`src/rtl/cpu_pkg.sv`:
```
// Shared CPU types: register-file word/index types and the writeback queue entry.
package cpu_pkg;
  localparam int WORD_W  = 32;
  localparam int RADDR_W = 5;

  typedef logic [WORD_W-1:0]  word_t;
  typedef logic [RADDR_W-1:0] reg_addr_t;

  typedef struct packed {
    reg_addr_t rd;
    word_t     data;
  } wb_entry_t;

  localparam reg_addr_t ZERO_REG = '0;
endpackage

```
`src/rtl/writeback_fifo.sv`:
```
// In-order FIFO of writeback entries; per-slot valid bits let the parent see every queued rd.
module writeback_fifo
  import cpu_pkg::*;
#(
  parameter int DEPTH = 4
) (
  input  logic                  i_clk,
  input  logic                  i_rst_n,
  input  logic                  i_push,
  input  wb_entry_t             i_entry,
  input  logic                  i_pop,
  output wb_entry_t             o_head,
  output logic                  o_full,
  output logic                  o_empty,
  output logic [DEPTH-1:0]      o_vld,
  output wb_entry_t [DEPTH-1:0] o_entries
);
  localparam int AW = $clog2(DEPTH);

  logic [AW:0]           r_wptr, r_rptr;
  logic [DEPTH-1:0]      r_vld;
  wb_entry_t [DEPTH-1:0] r_mem;
  logic                  w_push, w_pop;

  // Extra MSB on each pointer separates full (MSBs differ) from empty (equal).
  assign o_empty = (r_wptr == r_rptr);
  assign o_full  = (r_wptr[AW] != r_rptr[AW]) && (r_wptr[AW-1:0] == r_rptr[AW-1:0]);
  assign w_push  = i_push && !o_full;
  assign w_pop   = i_pop && !o_empty;

  always_ff @(posedge i_clk or negedge i_rst_n) begin
    if (!i_rst_n) begin
      r_wptr <= '0;
      r_rptr <= '0;
      r_vld  <= '0;
    end else begin
      if (w_push) begin
        r_wptr                <= r_wptr + (AW+1)'(1);
        r_vld[r_wptr[AW-1:0]] <= 1'b1;
      end
      if (w_pop) begin
        r_rptr                <= r_rptr + (AW+1)'(1);
        r_vld[r_rptr[AW-1:0]] <= 1'b0;
      end
    end
  end

  always_ff @(posedge i_clk) begin
    if (w_push) r_mem[r_wptr[AW-1:0]] <= i_entry;
  end

  assign o_head    = o_empty ? '0 : r_mem[r_rptr[AW-1:0]];
  assign o_vld     = r_vld;
  assign o_entries = r_mem;
endmodule

```
`src/rtl/writeback_unit.sv`:
```
// Writeback stage: arbitrates ALU/load results into an in-order queue, drives the
// register-file write port and exports the set of pending destinations.
module writeback_unit
  import cpu_pkg::*;
#(
  parameter int DATA_WIDTH     = WORD_W,
  parameter int REG_ADDR_WIDTH = RADDR_W,
  parameter int QUEUE_DEPTH    = 4
) (
  input  logic                         clk,
  input  logic                         rst,
  input  logic                         alu_valid,
  output logic                         alu_ready,
  input  logic [REG_ADDR_WIDTH-1:0]    alu_rd,
  input  logic [DATA_WIDTH-1:0]        alu_data,
  input  logic                         mem_valid,
  output logic                         mem_ready,
  input  logic [REG_ADDR_WIDTH-1:0]    mem_rd,
  input  logic [DATA_WIDTH-1:0]        mem_data,
  output logic [REG_ADDR_WIDTH-1:0]    write_register,
  output logic [DATA_WIDTH-1:0]        write_data,
  output logic                         write_activate,
  input  logic                         write_done,
  output logic [2**REG_ADDR_WIDTH-1:0] pending_mask,
  output logic [31:0]                  retired_count
);
  localparam int NREGS = 2**REG_ADDR_WIDTH;

  logic                        w_full, w_empty;
  logic                        w_mem_go, w_alu_go, w_push, w_pop;
  wb_entry_t                   w_in, w_head;
  logic [QUEUE_DEPTH-1:0]      w_vld;
  wb_entry_t [QUEUE_DEPTH-1:0] w_entries;
  logic [NREGS-1:0]            w_pending;
  logic [31:0]                 r_retired;

  // Loads win over the ALU; neither is accepted once the queue is full.
  assign mem_ready = !w_full;
  assign alu_ready = !w_full && !mem_valid;
  assign w_mem_go  = mem_valid && mem_ready;
  assign w_alu_go  = alu_valid && alu_ready;

  always_comb begin
    w_in = '0;
    if (w_mem_go) begin
      w_in.rd   = mem_rd;
      w_in.data = mem_data;
    end else begin
      w_in.rd   = alu_rd;
      w_in.data = alu_data;
    end
  end

  // x0 results complete the handshake but are dropped before reaching the queue.
  assign w_push = (w_mem_go || w_alu_go) && (w_in.rd != ZERO_REG);
  assign w_pop  = write_done && !w_empty;

  writeback_fifo #(.DEPTH(QUEUE_DEPTH)) u_fifo (
    .i_clk     (clk),
    .i_rst_n   (rst),
    .i_push    (w_push),
    .i_entry   (w_in),
    .i_pop     (w_pop),
    .o_head    (w_head),
    .o_full    (w_full),
    .o_empty   (w_empty),
    .o_vld     (w_vld),
    .o_entries (w_entries)
  );

  assign write_activate = !w_empty;
  assign write_register = w_head.rd;
  assign write_data     = w_head.data;

  always_ff @(posedge clk or negedge rst) begin
    if (!rst)       r_retired <= '0;
    else if (w_pop) r_retired <= r_retired + 32'd1;
  end
  assign retired_count = r_retired;

  always_comb begin
    w_pending = '0;
    for (int i = 0; i < QUEUE_DEPTH; i++)
      if (w_vld[i]) w_pending[w_entries[i].rd] = 1'b1;
    w_pending[0] = 1'b0;
  end
  assign pending_mask = w_pending;
endmodule

```
`config.mk`:
```
export PLATFORM = sky130hd
export DESIGN_NAME = writeback_unit
export DESIGN_NICKNAME = d
export VERILOG_FILES = /design/src/rtl/cpu_pkg.sv /design/src/rtl/writeback_fifo.sv /design/src/rtl/writeback_unit.sv
export SDC_FILE = /design/constraint.sdc
export NUM_CORES = 1
export LEC_CHECK = 0
export CAP_MARGIN = 20
export CORE_UTILIZATION = 47
export DETAILED_ROUTE_END_ITERATION = 7
export GPL_ROUTABILITY_DRIVEN = 0
export GPL_TIMING_DRIVEN = 0
export HOLD_SLACK_MARGIN = 0.02
export PLACE_DENSITY = 0.75
export REMOVE_ABC_BUFFERS = 1
export SYNTH_ARGS = -nofsm -noshare
export SYNTH_HDL_FRONTEND = slang
export SYNTH_SLANG_ARGS = --single-unit
```
`constraint.sdc`:
```
create_clock -name clk -period 2.45 [get_ports clk]
set_input_delay 0.245 -clock clk [delete_from_list [all_inputs] [get_ports clk]]
set_output_delay 0.245 -clock clk [all_outputs]
set_load 0.02 [all_outputs]
```
==> results by group <==
Status
  – Outcome: finished with violations
  – Failing checks: setup timing

Drt
  – Antenna violation net count after detailed routing: 0
  – Final WL: 26.08 mm
  – Vias per cell: 6.104
  – Via Count: 7111
  – # DRC: 0
  – DRT iter0 DRCs: 728
  – Total iterations of the first detailed-routing run: 5
  – WL per Instance: 22.39 µm

Die
  – # rows: 50
  – Die Span X: 141.9 µm
  – Core area: 18960 µm²
  – Die Height: 141.9 µm
  – Initial Utilization: 0.4855
  – Number of I/O pins: 183
  – DIE AREA: 20150 µm²

Logic synthesis
  – Asr flop ratio synth: 0.2211
  – Total number of yosys warnings: 0
  – Average cell area after synthesis: 14.25 µm²
  – Synth Cell Area: 9204 µm²
  – Netlist cell types: 51
  – Number of synthesized flops with an enable pin: 148
  – Ys flop type: edfxtp_1
  – Syn Inst Count: 646
  – Sequential area share after synthesis: 0.5971
  – Post-synthesis register bit count: 190

GRT
  – Largest net degree at the start of global routing: 43
  – Number of global-route vias before repair: 7008
  – GRT overflow: 0
  – First-pass GRT wire length: 38.71 mm
  – Antenna violations before repair: 0
  – GR Layer Usage met1: 0.3309
  – Gr usage total: 0.2571
  – Global route hottest layer: met2
  – GR Util met3: 0.06595
  – Met2 global-route usage: 0.4198

STA
  – Period minus WS final: 2.553 ns
  – Final hold vios: 0
  – Setup TNS: -1.386 ns
  – Final setup viols: 36
  – Final worst slack: -0.1025 ns
  – Final Cycle Share: 1.042
  – Max Slew Vio Count: 0
  – WHS: 0.4816 ns
  – Clock skew: 0.01057 ns
  – Slew headroom: 0.3347
  – Least-Margin Pin Slew: 0.9920 ns
  – RSZ-0062 raised after global routing: yes
  – Maximum clock rate: 391.8 MHz

Power
  – Net Sw Power: 6.368 mW
  – P_leak: 4.980 nW
  – PD cells: 1308 nW/µm²
  – Switching share of power: 0.3800
  – Combinational power share: 0.521
  – Seq pwr share: 0.309
  – Worst vdd ir: 0.0008168 V
  – Clock Power Share: 0.170
  – Int Power: 10.39 mW

Worst hold path
  – Min-Delay Path Class: flip-flop to flip-flop

Setup path
  – Crit-path max FO: 15
  – Critical Path Source Type: flip-flop
  – Req. time, crit path: 2.20 ns
  – Crit end category: output port
  – Critical Path Max Stage Delay: 0.49 ns
  – Worst setup path class: flip-flop to output port
  – Arr. time, crit path: 2.31 ns
  – Crit-path slowest cell: dfrtp_4
  – CP cell instances: buf_6 > xor2_4 > nor3_4 > clkinvlp_4 > clkbuf_16 > and2_1 > clkdlybuf4s15_2

CTS
  – Skew-Pair Late Insertion Delay: 0.44 ns
  – CTS H-Tree Depth: 4
  – Clock Sinks: 190
  – Number of buffers created by CTS: 17
  – CTS tree: done
  – Clock slew at reported path FFs: 0.08 ns
  – Root Driver: clkbuf_16
  – Max Root-Sink Buffers: 2

Cells and area
  – Area growth, synth to finish: 39.16%
  – Ant diodes: 0
  – Register Area: 5500 µm²
  – Filler instances: 1286
  – Final Cell Area: 12810 µm²
  – Multi-input logic area: 3712 µm²
  – Nets: 980
  – Layout cells sized above 1: 0.3249
  – Fin cells: 1165

Placement
  – Placed wire-length estimate: 14.72 mm
  – Placed inst area: 11330 µm²
  – Placed cell count: 1058
  – PortBufs: 181
  – Pre-CTS setup slack: -0.7967 ns

Job
  – Max_cap viols: 0
[power groups by stage]
stage / clock network (mW) / registers [mW] / logic [mW]
2_1_floorplan: 0 / 5.34 / 3.80
3_3_place_gp: 0 / 5.55 / 6.39
3_5_place_dp: 0 / 5.46 / 6.80
4_1_cts: 2.89 / 5.13 / 7.47
5_1_grt: 3.03 / 5.24 / 9.19
6_report: 2.85 / 5.17 / 8.73
[repair_timing]
action                                  in CTS  in global routing
pin swaps                                    2                  1
setup buffers                               50                 23
endpoints found under the setup margin     398                245
endpoints found under the hold margin       42                  0
gates resized for setup                    212                103
gates cloned                                 1                  2
hold buffers                                 1                  0
[worst max-delay path: cells and delay by family, from the launching register on]
kind                   cells  cell delay [ns]
XOR/XNOR                   1             0.18
AND/OR/NAND/NOR            2             0.38
buffers and inverters      4             0.81
flip-flops                 1             0.49
[sequential cells by signal (all words and copies together) (netlist names)]
name and flops:
u_fifo.r_rptr 3, u_fifo.o_vld 4, u_fifo.r_wptr 3, u_fifo.o_entries 148, retired_count 32
[routing by layer]
metal / wire length, µm / share of wire / vias up
met3: 2173 / 0.083 / 122
met5: 0 / 0 / -
met2: 12490 / 0.48 / 486
met4: 1076 / 0.041 / 0
met1: 10340 / 0.40 / 3491
li1: - / - / 3012
[cell usage after synthesis, drive strengths merged (18+ instances only)]
cell type / count / area, µm²
and2: 44 / 275.3
clkbuf: 25 / 93.84
dfrtp: 42 / 1051
edfxtp: 148 / 4444
inv: 18 / 67.56
mux2: 39 / 439.2
mux4: 37 / 833.3
nand2: 21 / 81.33
nand3: 24 / 120.1
nor2: 30 / 112.6
o221ai: 22 / 192.7
xor2: 27 / 236.5
[metrics by stage]
step / utilization / power [mW]
2_1_floorplan: - / 9.135
3_3_place_gp: 0.5902 / 11.94
3_5_place_dp: 0.5978 / 12.26
4_1_cts: 0.6541 / 15.49
5_1_grt: 0.6757 / 17.46
6_report: 0.6757 / 16.76
[placed cells by master, fill, tap and decap left out, types with 9 or more instances in the layout]
| cell type | count |
|---|---|
| xor2_1 | 24 |
| xnor2_1 | 13 |
| mux2_2 | 39 |
| nand3b_1 | 14 |
| and2_4 | 24 |
| inv_1 | 17 |
| buf_6 | 30 |
| dlygate4sd2_1 | 20 |
| clkdlybuf4s50_1 | 111 |
| a21oi_1 | 11 |
| o221ai_1 | 21 |
| nor3_1 | 10 |
| o22ai_1 | 9 |
| buf_2 | 9 |
| nor4_1 | 13 |
| and2_1 | 18 |
| mux4_2 | 37 |
| nand3_1 | 21 |
| edfxtp_1 | 148 |
| dfrtp_1 | 40 |
| nand2_1 | 20 |
| nor2_1 | 28 |
| buf_4 | 63 |
| clkbuf_16 | 19 |
| ha_1 | 9 |
[final cells by class]
class | count | area share
sequential | 190 | 0.4294
inverter | 18 | 0.005568
multi-input combinational | 403 | 0.2898
tap | 260 | 0.02540
clock buffer | 17 | 0.03321
clock inverter | 15 | 0.01582
timing repair buffer | 262 | 0.2007
[cells by family after synthesis]
family,after synthesis,share of synthesized area
and+or+nand+nor,201,0.1253
AOI/OAI and AO/OA,75,0.06294
adders and majority gates,9,0.01224
other,1,0.0004074
buffers and inverters,53,0.02392
xor gates and xnor gates,41,0.03983
DFF,190,0.5971
muxes,76,0.1383
[path summary, 6_finish.rpt]
check	depth (start not counted)	startpoint	slack, ns	to
max	7	u_fifo.r_rptr[0]	-0.10	write_data[25]
min	1	retired_count[31]	0.48	retired_count[31]
max reg2reg	5	u_fifo.r_rptr[0]	0	u_fifo.o_entries[21]
min reg2reg	1	retired_count[31]	0.48	retired_count[31]
max in group asynchronous	2	rst	1.26	u_fifo.r_rptr[0]
min in group asynchronous	2	rst	0.49	retired_count[31]
(Power assumes the default switching activity.)
